**src/rtl/csr_trap_seq.sv**
```systemverilog
// csr_trap_seq: trap-entry / MRET sequencer in front of the M-mode CSR file.
//
// Owns the CSR file's single write port and its read address. While idle the
// EX-stage CSR access passes straight through; on a trap or MRET the pipeline
// is stalled while the required CSRs are rewritten one per cycle, followed by
// a one-cycle PC redirect.
//
// Optional feature macro: CSR_VECTORED_EN
//   defined   -> vectored interrupt targets when mtvec[1:0] == 2'b01
//   undefined -> redirect always goes to the mtvec base
//
// Ports:
//   clk, rst (async, active-low)
//   ex_csr_we/waddr/wdata/raddr  pipeline CSR access (honoured only in IDLE)
//   trap_req, trap_cause, trap_pc, trap_tval   trap request and payload
//   mret_req                                   MRET request
//   CSR_data_read                              combinational read data from CSR file
//   CSR_write_en/write_addr/data_write/read_addr   CSR file port
//   stall                                      freeze IF/ID/EX
//   redirect_valid, redirect_pc                one-cycle PC redirect
module csr_trap_seq #(
    parameter logic [11:0] MEPC_ADDR    = 12'h341,
    parameter logic [11:0] MCAUSE_ADDR  = 12'h342,
    parameter logic [11:0] MTVAL_ADDR   = 12'h343,
    parameter logic [11:0] MSTATUS_ADDR = 12'h300,
    parameter logic [11:0] MTVEC_ADDR   = 12'h305
) (
    input  logic        clk,
    input  logic        rst,
    input  logic        ex_csr_we,
    input  logic [11:0] ex_csr_waddr,
    input  logic [31:0] ex_csr_wdata,
    input  logic [11:0] ex_csr_raddr,
    input  logic        trap_req,
    input  logic [31:0] trap_cause,
    input  logic [31:0] trap_pc,
    input  logic [31:0] trap_tval,
    input  logic        mret_req,
    input  logic [31:0] CSR_data_read,
    output logic        CSR_write_en,
    output logic [11:0] CSR_write_addr,
    output logic [31:0] CSR_data_write,
    output logic [11:0] CSR_read_addr,
    output logic        stall,
    output logic        redirect_valid,
    output logic [31:0] redirect_pc
);

    typedef enum logic [2:0] {
        IDLE, T_MEPC, T_MCAUSE, T_MTVAL, T_MSTATUS, T_JUMP, M_MSTATUS, M_JUMP
    } state_t;

    state_t      state;
    logic [31:0] cause_q;
    logic [31:0] pc_q;
    logic [31:0] tval_q;

    // Trap entry: MPIE <= MIE, MIE <= 0, MPP <= M.
    function automatic logic [31:0] trap_mstatus(input logic [31:0] s);
        logic [31:0] r;
        r       = s;
        r[7]    = s[3];
        r[3]    = 1'b0;
        r[12:11] = 2'b11;
        return r;
    endfunction

    // MRET: MIE <= MPIE, MPIE <= 1, MPP <= U.
    function automatic logic [31:0] mret_mstatus(input logic [31:0] s);
        logic [31:0] r;
        r        = s;
        r[3]     = s[7];
        r[7]     = 1'b1;
        r[12:11] = 2'b00;
        return r;
    endfunction

    always_ff @(posedge clk or negedge rst) begin
        if (!rst) begin
            state   <= IDLE;
            cause_q <= '0;
            pc_q    <= '0;
            tval_q  <= '0;
        end else begin
            case (state)
                IDLE: begin
                    if (trap_req) begin
                        cause_q <= trap_cause;
                        pc_q    <= trap_pc;
                        tval_q  <= trap_tval;
                        state   <= T_MEPC;
                    end else if (mret_req) begin
                        state <= M_MSTATUS;
                    end
                end
                T_MEPC:    state <= T_MCAUSE;
                T_MCAUSE:  state <= T_MTVAL;
                T_MTVAL:   state <= T_MSTATUS;
                T_MSTATUS: state <= T_JUMP;
                T_JUMP:    state <= IDLE;
                M_MSTATUS: state <= M_JUMP;
                M_JUMP:    state <= IDLE;
                default:   state <= IDLE;
            endcase
        end
    end

    // The CSR read port is combinational, so the read-modify-write and the
    // redirect target are formed in the same cycle the address is presented.
    always_comb begin
        CSR_write_en   = 1'b0;
        CSR_write_addr = '0;
        CSR_data_write = '0;
        CSR_read_addr  = '0;
        redirect_valid = 1'b0;
        redirect_pc    = '0;
        stall          = (state != IDLE) | trap_req | mret_req;
        case (state)
            IDLE: begin
                // A trap or MRET accepted this cycle drops the EX-stage write.
                CSR_write_en   = ex_csr_we & ~trap_req & ~mret_req;
                CSR_write_addr = ex_csr_waddr;
                CSR_data_write = ex_csr_wdata;
                CSR_read_addr  = ex_csr_raddr;
            end
            T_MEPC: begin
                CSR_write_en   = 1'b1;
                CSR_write_addr = MEPC_ADDR;
                CSR_data_write = {pc_q[31:2], 2'b00};
            end
            T_MCAUSE: begin
                CSR_write_en   = 1'b1;
                CSR_write_addr = MCAUSE_ADDR;
                CSR_data_write = cause_q;
            end
            T_MTVAL: begin
                CSR_write_en   = 1'b1;
                CSR_write_addr = MTVAL_ADDR;
                CSR_data_write = tval_q;
            end
            T_MSTATUS: begin
                CSR_read_addr  = MSTATUS_ADDR;
                CSR_write_en   = 1'b1;
                CSR_write_addr = MSTATUS_ADDR;
                CSR_data_write = trap_mstatus(CSR_data_read);
            end
            T_JUMP: begin
                CSR_read_addr  = MTVEC_ADDR;
                redirect_valid = 1'b1;
                redirect_pc    = {CSR_data_read[31:2], 2'b00};
`ifdef CSR_VECTORED_EN
                // Only asynchronous interrupts are vectored.
                if (CSR_data_read[1:0] == 2'b01 && cause_q[31])
                    redirect_pc = {CSR_data_read[31:2], 2'b00} + {25'd0, cause_q[4:0], 2'b00};
`endif
            end
            M_MSTATUS: begin
                CSR_read_addr  = MSTATUS_ADDR;
                CSR_write_en   = 1'b1;
                CSR_write_addr = MSTATUS_ADDR;
                CSR_data_write = mret_mstatus(CSR_data_read);
            end
            M_JUMP: begin
                CSR_read_addr  = MEPC_ADDR;
                redirect_valid = 1'b1;
                redirect_pc    = CSR_data_read;
            end
            default: ;
        endcase
        // Reset holds every output quiet, independent of incoming requests.
        if (!rst) begin
            CSR_write_en   = 1'b0;
            CSR_write_addr = '0;
            CSR_data_write = '0;
            CSR_read_addr  = '0;
            redirect_valid = 1'b0;
            redirect_pc    = '0;
            stall          = 1'b0;
        end
    end

endmodule

```
**config.mk**
```make
export PLATFORM = sky130hd
export DESIGN_NAME = csr_trap_seq
export DESIGN_NICKNAME = d
export VERILOG_FILES = /design/src/rtl/csr_trap_seq.sv
export SDC_FILE = /design/constraint.sdc
export NUM_CORES = 1
export LEC_CHECK = 0
export BUFFER_PORTS_ARGS = -buffer_cell sky130_fd_sc_hd__clkbuf_2
export CAP_MARGIN = 40
export CORE_ASPECT_RATIO = 2
export CORE_UTILIZATION = 46
export DETAILED_ROUTE_END_ITERATION = 10
export PLACE_DENSITY = 0.81
export SETUP_SLACK_MARGIN = 0.2
export SYNTH_ARGS = -nofsm -noshare
export SYNTH_HDL_FRONTEND = slang
export SYNTH_SLANG_ARGS = --single-unit
export TNS_END_PERCENT = 30
```
**constraint.sdc**
```tcl
create_clock -name clk -period 2.15 [get_ports clk]
set_input_delay 0.1075 -clock clk [delete_from_list [all_inputs] [get_ports clk]]
set_output_delay 0.1075 -clock clk [all_outputs]
set_load 0.01 [all_outputs]
```
==> results.yml, run 1 <==
routing:
  routed_via_density: 5.73
  dr.pass1.iters: 5
  drt-initial-drc-count: 515
  vias: 5733
  antenna_left: 0
  drc: 0
  routedWlPerCell_um: 21.0
  routed_wl_um: 21000
worst_setup_path:
  r2r_start: "state[0]"
  required_ns: 2.04
  crit_fanout: 9
  r2r_slack_ns: 0.19
  reg2regPathDepth: 6
  cp_cell_sequence: "buf_12 -> buf_6 -> mux2i_1 -> a211o_1 -> a21oi_2 -> buf_2"
  worstSetupPathType: "reg2out"
  crit_path_start_kind: "register"
  crit_arrival_ns: 1.98
  r2r_end: "cause_q[25]"
  critPathMaxStageDelay_ns: 0.46
  endpoint_kind: "output port"
  crit_slowest_cell: "dfrtp_2"
timing:
  worstMarginPinSlew_ns: 0.549
  relSlewSlack_pct: 63.4
  drv_slew: 0
  rsz0062_at_grt: "yes"
  fmax_mhz: 479
  fin_crit_ns: 2.09
  clock_skew_ns: 0.00810
  tns_ns: 0
  fin_crit_sh_pct: 97.0
  whs_ns: -0.104
  hold_viol: 98
  setup_viol: 0
cts:
  htreeDepth: 3
  insertion_delay_ns: 0.35
  tritoncts: "done"
  cts_root_buf: "clkbuf_16"
  clock_path_buffers: 2
  clk_pin_slew_ns: 0.07
  cts_made_buffers: 9
  cts_sinks: 97
synthesis:
  syn_avg_cell_area_um2: 11.2
  synth_largest_area_cell: "dfrtp_1"
  syn-cell-area_um2: 5500
  synth-seq-cells: 97
  synth_nets: 682
  synth_seq_area_share_pct: 44.1
  ys_warn_count: 0
  syn_inst: 493
  synth_top_area_share_pct: 44.1
  synth.distinct_cells: 37
  ys_top_cells_by_area: "dfrtp_1 (44%), mux2_1 (12%), mux2_2 (7.0%)"
cells_and_area:
  drive_gt1_share_pct: 47.9
  nets: 1038
  fillerInstances: 799
  multiInputGateArea_um2: 2890
  area_delta_synth_final_pct: 56.1
  regArea_um2: 2430
global_routing:
  grt_pass1_wl_um: 28400
  first_global_vias: 5757
  grt.overflow.total: 0
  grt_use_total_pct: 30.3
  antenna_found_initial: 0
  grt_max_degree: 105
min_path:
  hp-class: "in2async"
run_status:
  violations: "hold timing"
  status: "complete, but fails checks"
placed_design:
  hpwlAfterDp_um: 12800
  place.gp.congestion: 0.866
  portBuffers: 277
job:
  drv_cap: 0
floorplanning:
  die_h_um: 157
  io_pins: 280
  die_x_um: 79.3
  row_count: 56
  start_util_pct: 47.0
  die_area_um2: 12400
  core_um2: 11700
power_and_ir_drop:
  p_per_area_nw_per_um2: 1340
  power_leakage_uw: 0.00421
  vdd_ir_drop_max_uv: 776
  power_uw: 11500
[metrics by stage]
stage / area, µm² / util [%] / setup WS, ns / cells
6_report: 8590 / 73.4 / 0.0637 / 1000
3_5_place_dp: 6960 / 59.5 / 0.0842 / 890
3_3_place_gp: 6960 / 59.5 / 0.142 / 890
2_1_floorplan: 5500 / - / 0.411 / 493
5_1_grt: 8580 / 73.4 / 0.0109 / 999
4_1_cts: 8110 / 69.3 / 0.125 / 976
[final cells by class]
| type | count | share of cell area (%) |
|---|---|---|
| Multi-Input combinational cell | 348 | 33.7 |
| Timing Repair Buffer | 390 | 32.1 |
| Sequential cell | 97 | 28.3 |
| Clock buffer | 10 | 2.67 |
| Tap cell | 145 | 2.11 |
| Clock inverter | 6 | 0.787 |
| Inverter | 3 | 0.291 |
| Antenna cell | 1 | 0.0291 |
[logic make-up (layout without fill, tap and decap cells)]
| group | count (synthesis) | after routing | synth area share, % |
|---|---|---|---|
| muxes | 126 | 126 | 25.1 |
| and+or+nand+nor | 84 | 84 | 8.58 |
| buffers and inverters | 48 | 409 | 5.87 |
| AOI/OAI and AO/OA | 138 | 138 | 16.4 |
| DFF | 97 | 97 | 44.1 |
| other | 0 | 1 | 0 |
[report_power, final]
part           total [µW]  switching, µW  internal [µW]
registers            3340            568           2780
logic                6540           3230           3310
clock network        1620            713            907
[state kept, by name, indices dropped and copies added (netlist names)]
| name | flops |
|---|---|
| cause_q | 32 |
| tval_q | 32 |
| pc_q | 30 |
| state | 3 |
[worst max-delay path by stage]
stage	from	endpoint	slack, ns
after global routing	state[0]	CSR_data_write[23]	0.01
after detailed placement	state[0]	CSR_data_write[10]	0.08
after global placement	state[0]	CSR_data_write[5]	0.14
final	state[0]	CSR_data_write[13]	0.06
after floorplan	state[0]	cause_q[28]	0.41
after CTS	state[0]	CSR_data_write[12]	0.13
[placed cells by master (no fill, tap or decap), types with 6 or more instances in the layout]
master	netlist	layout
dlygate4sd3_1	0	68
clkbuf_2	0	257
nor2_1	11	11
nand2_1	12	12
a211o_1	30	30
mux2_1	60	58
a21oi_1	67	59
mux2i_1	32	32
clkbuf_16	0	14
a22oi_2	0	10
a21oi_2	0	8
and2_1	44	41
buf_4	5	15
buf_6	1	6
a22oi_1	26	16
mux2_2	34	34
buf_12	6	14
dfrtp_1	97	94
buf_2	6	19
[per-layer routing]
metal / global-route usage, % / wire length (µm)
met3: 6.12 / 1410
met4: 18.5 / 1070
met1: 31.4 / 7230
met5: 0 / 0
met2: 54.6 / 11300
[synth_stat cells]
| library cell | n |
|---|---|
| or3_4 | 1 |
| a211o_1 | 30 |
| nand2b_1 | 1 |
| a21o_1 | 2 |
| nor3_1 | 2 |
| and2_1 | 44 |
| nor2b_1 | 4 |
| o21ai_0 | 3 |
| nand3_1 | 3 |
| nor2_1 | 11 |
| buf_8 | 1 |
| mux2_1 | 60 |
| and3_1 | 3 |
| buf_1 | 5 |
| a22o_1 | 1 |
| o31a_1 | 1 |
| buf_2 | 6 |
| dfrtp_1 | 97 |
| buf_12 | 6 |
| a31oi_1 | 2 |
| nor2_4 | 1 |
| a32oi_1 | 2 |
| o21a_1 | 1 |
| clkbuf_1 | 21 |
| clkinv_1 | 2 |
| buf_6 | 1 |
| a21boi_0 | 2 |
| buf_4 | 5 |
| mux2i_1 | 32 |
| nor2_2 | 1 |
| nand2_1 | 12 |
| a22oi_1 | 26 |
| or2_2 | 1 |
| inv_1 | 1 |
| o22ai_1 | 1 |
| a21oi_1 | 67 |
| mux2_2 | 34 |
[repair_timing]
action | CTS | global route
cloned | 2 | 9
pin swaps | 4 | 27
buffers inserted | 3 | 11
hold endpoints to repair | 162 | 100
endpoints found under the setup margin | 86 | 153
hold buffers | 65 | 3
gates resized for setup | 35 | 61
[critical path: cells and delay by family (launching register included)]
family / cells / cell delay, ns
compound gates: 2 / 0.53
buf+inv: 3 / 0.46
flops: 1 / 0.46
mux: 1 / 0.19
Note: power is estimated with default switching activity, not from simulation.
==> run 2, diff against run 1 <==
--- a/config.mk
+++ b/config.mk
@@ -8,9 +8,10 @@
 export BUFFER_PORTS_ARGS = -buffer_cell sky130_fd_sc_hd__clkbuf_2
 export CAP_MARGIN = 40
 export CORE_ASPECT_RATIO = 2
-export CORE_UTILIZATION = 46
+export CORE_UTILIZATION = 47
+export CTS_BUF_LIST = sky130_fd_sc_hd__clkbuf_4
 export DETAILED_ROUTE_END_ITERATION = 10
-export PLACE_DENSITY = 0.81
+export PLACE_DENSITY = 0.82
 export SETUP_SLACK_MARGIN = 0.2
 export SYNTH_ARGS = -nofsm -noshare
 export SYNTH_HDL_FRONTEND = slang
==> results.yml, run 2 (same netlist as run 1, synthesis figures left out) <==
cells_and_area:
  fillerInstances: 730
  top_regs: "cause_q x32, tval_q x32, pc_q x30"
  area_delta_synth_final_pct: 55.2
  design_area_um2: 8540
  final_common_cell: "clkbuf_2"
  final_core_util_pct: 75.2
  nets: 1056
  instances_no_fill: 1014
  layout_common_cells: "clkbuf_2 (255), dlygate4sd3_1 (96), dfrtp_1 (94), a21oi_1 (65), mux2_1 (60)"
  drive_gt1_share_pct: 43.4
timing:
  setup_ws_ns: -0.00833
  drv_slew: 0
  setup_viol: 1
  rsz0062_at_grt: "yes"
  fin_crit_sh_pct: 100
  worstMarginPinSlew_ns: 0.579
  relSlewSlack_pct: 61.4
  hold_viol: 0
  clock_skew_ns: 0.0195
  fmax_mhz: 463
  fin_crit_ns: 2.16
  tns_ns: -0.00833
placed_design:
  place.gp.congestion: 0.882
  hpwlAfterDp_um: 13000
  place_area_um2: 7000
  portBuffers: 277
  place_inst: 890
run_status:
  status: "complete, but fails checks"
  violations: "setup timing"
job:
  drv_cap: 0
floorplanning:
  die_x_um: 78.5
  core_um2: 11400
  die_area_um2: 12200
  die_h_um: 155
  row_count: 55
  start_util_pct: 48.4
  io_pins: 280
worst_setup_path:
  cp_cell_sequence: "or2_4 -> nor2_4 -> buf_12 -> buf_12 -> buf_16 -> a22oi_1 -> a21oi_1 -> buf_2"
  worstSetupPathType: "reg2out"
  critPathMaxStageDelay_ns: 0.47
  required_ns: 2.04
  crit_slowest_cell: "dfrtp_2"
  endpoint_kind: "output port"
  path_buf_inv: 4
  crit_arrival_ns: 2.05
  crit_top_cell: "buf_12"
  timing.critical_path.max_delay_family: "buffers and inverters"
  crit_fanout: 5
  crit_path_start_kind: "register"
routing:
  dr.pass1.iters: 5
  wl_met1_um: 7080
  routed_wl_um: 20800
  routedWlPerCell_um: 20.6
  highest_layer: "met4"
  vias: 5817
  drt-initial-drc-count: 338
  antenna_left: 0
  wl_met2_um: 11500
  drc: 0
  routed_via_density: 5.74
  dr_wl_met3_um: 1330
min_path:
  hp-class: "in2reg"
cts:
  cts_sinks: 97
  cts_root_buf: "clkbuf_4"
  insertion_delay_ns: 0.44
  cts_made_buffers: 9
  clock_path_buffers: 2
  tritoncts: "done"
  htreeDepth: 3
  clk_pin_slew_ns: 0.13
power_and_ir_drop:
  power_leakage_uw: 0.00421
  power_uw: 10800
  p_per_area_nw_per_um2: 1270
  vdd_ir_drop_max_uv: 833
global_routing:
  grt_pass1_wl_um: 31600
  antenna_found_initial: 2
  grt_max_degree: 47
  grt_use_total_pct: 34.3
  first_global_vias: 6263
  grt.overflow.total: 0
[run 2: cell types whose count changed in the layout (fill, tap and decap cells not counted), sizes merged]
cell	change
dlygate4sd3	+28
clkinv	-3
diode	+1
buf	-4
clkdlybuf4s15	-1
inv	+1
clkinvlp	-2
clkbuf	-6
bufinv	+3
[run 2: metal layers]
metal | GRT usage (%) | vias to the layer above
met2 | 62.7 | 372
met1 | 36.8 | 2818
li1 | - | 2548
met5 | 0 | -
met4 | 19.8 | 0
met3 | 5.04 | 79
[run 2: worst paths after layout]
path	from	endpoint	depth (start not counted)	slack (ns)
setup / recovery	state[2]	CSR_data_write[22]	8	-0.008
hold / removal	mret_req	state[1]	3	0.05
setup reg to reg	state[0]	cause_q[29]	5	0.08
hold reg to reg	tval_q[6]	tval_q[6]	1	0.51
max in group asynchronous	rst	tval_q[20]	4	1.12
min in group asynchronous	rst	cause_q[1]	2	0.09
[run 2: final cells by class]
class / instances / area [µm²] / share of cell area, %
diodes: 2 / 5.00 / 0.0586
clock buffers: 9 / 67.6 / 0.792
clock inverters: 5 / 129 / 1.51
inverters: 3 / 20.0 / 0.235
multi-input cells: 348 / 2820 / 33.0
flip-flops and latches: 97 / 2430 / 28.5
well taps: 142 / 178 / 2.08
repair buffers: 408 / 2890 / 33.9
[run 2: timing repair]
action / in CTS / in global routing
endpoints found under the setup margin: 83 / 169
pin swaps: 0 / 9
cloned: 3 / 2
buffers inserted: 7 / 0
gates resized for setup: 26 / 41
hold buffers: 96 / 0
hold endpoints to repair: 169 / 0
[run 2: where the power goes]
group	internal, µW	leakage [µW]	switching (µW)
clock	699	0.000102	601
sequential	2760	0.00115	569
combinational	3100	0.00296	3110
[run 2: worst reg2reg max path, delay by kind of cell (launching register included)]
family,cells,cell delay [ns]
buffers and inverters,2,0.42
flip-flops,1,0.47
multiplexers,1,0.40
AND/OR/NAND/NOR,2,0.69
[run 2: per-stage QoR]
step           setup slack [ns]  hold slack [ns]
2_1_floorplan             0.411           -0.188
3_3_place_gp              0.172          -0.0404
5_1_grt                 -0.0620           0.0465
4_1_cts                  0.0371           0.0206
3_5_place_dp              0.184          -0.0417
6_report               -0.00833           0.0537
==> run 3, diff against run 2 <==
--- a/config.mk
+++ b/config.mk
@@ -12,7 +12,7 @@
 export CTS_BUF_LIST = sky130_fd_sc_hd__clkbuf_4
 export DETAILED_ROUTE_END_ITERATION = 10
 export PLACE_DENSITY = 0.82
-export SETUP_SLACK_MARGIN = 0.2
+export SETUP_SLACK_MARGIN = 0.15
 export SYNTH_ARGS = -nofsm -noshare
 export SYNTH_HDL_FRONTEND = slang
 export SYNTH_SLANG_ARGS = --single-unit
==> results.yml, run 3 (same netlist as run 1, synthesis figures left out) <==
worst_setup_path:
  crit_fanout: 12
  cp_cell_sequence: "buf_12 -> clkinv_16 -> nor2_4 -> buf_12 -> buf_16 -> a22oi_2 -> a21oi_1 -> buf_2"
  crit_cells: 8
  required_ns: 2.04
  crit_slowest_cell: "dfrtp_2"
  reg2regPathDepth: 5
  path_buf_inv: 5
  timing.critical_path.max_delay_family: "buffers and inverters"
  worstSetupPathType: "reg2out"
  endpoint_kind: "output port"
  critPathMaxStageDelay_ns: 0.45
  crit_path_start_kind: "register"
  crit_top_cell: "buf_12"
  crit_arrival_ns: 2.13
global_routing:
  antenna_found_initial: 3
  grt_pass1_wl_um: 31500
  grt_use_total_pct: 34.1
  grt_max_degree: 47
  grt.overflow.total: 0
  first_global_vias: 6265
cts:
  insertion_delay_ns: 0.45
  tritoncts: "done"
  cts_sinks: 97
  htreeDepth: 3
  clk_pin_slew_ns: 0.15
  cts_root_buf: "clkbuf_4"
  cts_made_buffers: 9
  clock_path_buffers: 2
cells_and_area:
  nets: 1069
  design_area_um2: 9100
  top_regs: "cause_q x32, tval_q x32, pc_q x30"
  layout_common_cells: "clkbuf_2 (240), dlygate4sd3_1 (96), dfrtp_1 (94), a21oi_1 (54)"
  drive_gt1_share_pct: 50.4
  final_common_cell: "clkbuf_2"
  area_delta_synth_final_pct: 65.4
floorplanning:
  row_count: 55
  die_h_um: 155
  io_pins: 280
  core_um2: 11400
  start_util_pct: 48.4
  die_x_um: 78.5
  die_area_um2: 12200
job:
  drv_cap: 0
placed_design:
  hpwlAfterDp_um: 13000
  portBuffers: 277
  place.gp.congestion: 0.882
  place_area_um2: 7000
  post-place-ws_ns: 0.184
power_and_ir_drop:
  power_leakage_uw: 0.00448
  power_uw: 12200
  vdd_ir_drop_max_uv: 858
  p_per_area_nw_per_um2: 1340
run_status:
  status: "complete, but fails checks"
  violations: "setup timing"
timing:
  setup_viol: 1
  drv_slew: 0
  fin_crit_sh_pct: 104
  fmax_mhz: 447
  fin_crit_ns: 2.24
  worstMarginPinSlew_ns: 0.590
  hold_viol: 0
  setup_ws_ns: -0.0895
  clock_skew_ns: 0.0270
  rsz0062_at_grt: "yes"
  relSlewSlack_pct: 60.7
routing:
  routed_wl_um: 23800
  drc: 0
  drt-initial-drc-count: 445
  vias: 6034
  antenna_left: 0
  routedWlPerCell_um: 23.1
  routed_via_density: 5.86
  dr.pass1.iters: 6
min_path:
  hp-class: "in2async"
run 3: changes by cell type in the layout (fill, tap and decap cells not counted), sizes merged:
cell    change
buf        +21
clkbuf      -8
clkinv      +1
diode       +2
inv         -1
run 3: what timing repair did:
| item | in CTS | in global routing |
|---|---|---|
| hold endpoints to repair | 169 | 0 |
| pin swaps | 0 | 26 |
| gates cloned | 2 | 12 |
| hold buffers | 96 | 0 |
| setup buffers | 3 | 8 |
| gates resized for setup | 25 | 140 |
| setup endpoints to repair | 77 | 163 |
run 3: per-stage QoR:
| step | TNS (ns) | hold WS, ns | cells | util [%] |
|---|---|---|---|---|
| 5_1_grt | -0.949 | 0.0391 | 1028 | 80.1 |
| 3_3_place_gp | 0 | -0.0404 | 890 | 61.6 |
| 3_5_place_dp | 0 | -0.0417 | 890 | 61.6 |
| 2_1_floorplan | 0 | -0.188 | 493 | - |
| 6_report | -0.0895 | 0.0707 | 1029 | 80.1 |
| 4_1_cts | 0 | 0.0206 | 1005 | 73.5 |
run 3: layout make-up:
| cell class | count | area, µm² |
|---|---|---|
| inverters | 3 | 38.8 |
| clock buffers | 9 | 67.6 |
| flip-flops and latches | 97 | 2430 |
| multi-input cells | 348 | 3120 |
| diodes | 4 | 10.0 |
| fillers | 653 | 2260 |
| repair buffers | 421 | 3130 |
| well taps | 142 | 178 |
| clock inverters | 5 | 129 |
run 3: metal layers:
layer,up-vias,global-route usage [%],routed length (µm)
met4,0,20.9,1400
met3,120,5.34,1620
met2,421,61.5,12600
met5,-,0,0
met1,2912,36.5,8090
li1,2581,-,-
run 3: where the power goes:
group	switching (µW)	internal, µW	leakage (µW)
combinational	3580	3880	0.00323
clock	615	698	0.000102
sequential	666	2770	0.00115
run 3: worst paths after layout:
path	from	end	slack, ns
hold reg to reg	tval_q[2]	tval_q[2]	0.51
min in group clk	mret_req	state[1]	0.07
hold / removal	rst	cause_q[1]	0.07
max in group asynchronous	rst	pc_q[18]	1.12
setup reg to reg	state[0]	cause_q[0]	0.05
setup / recovery	state[0]	CSR_data_write[22]	-0.09
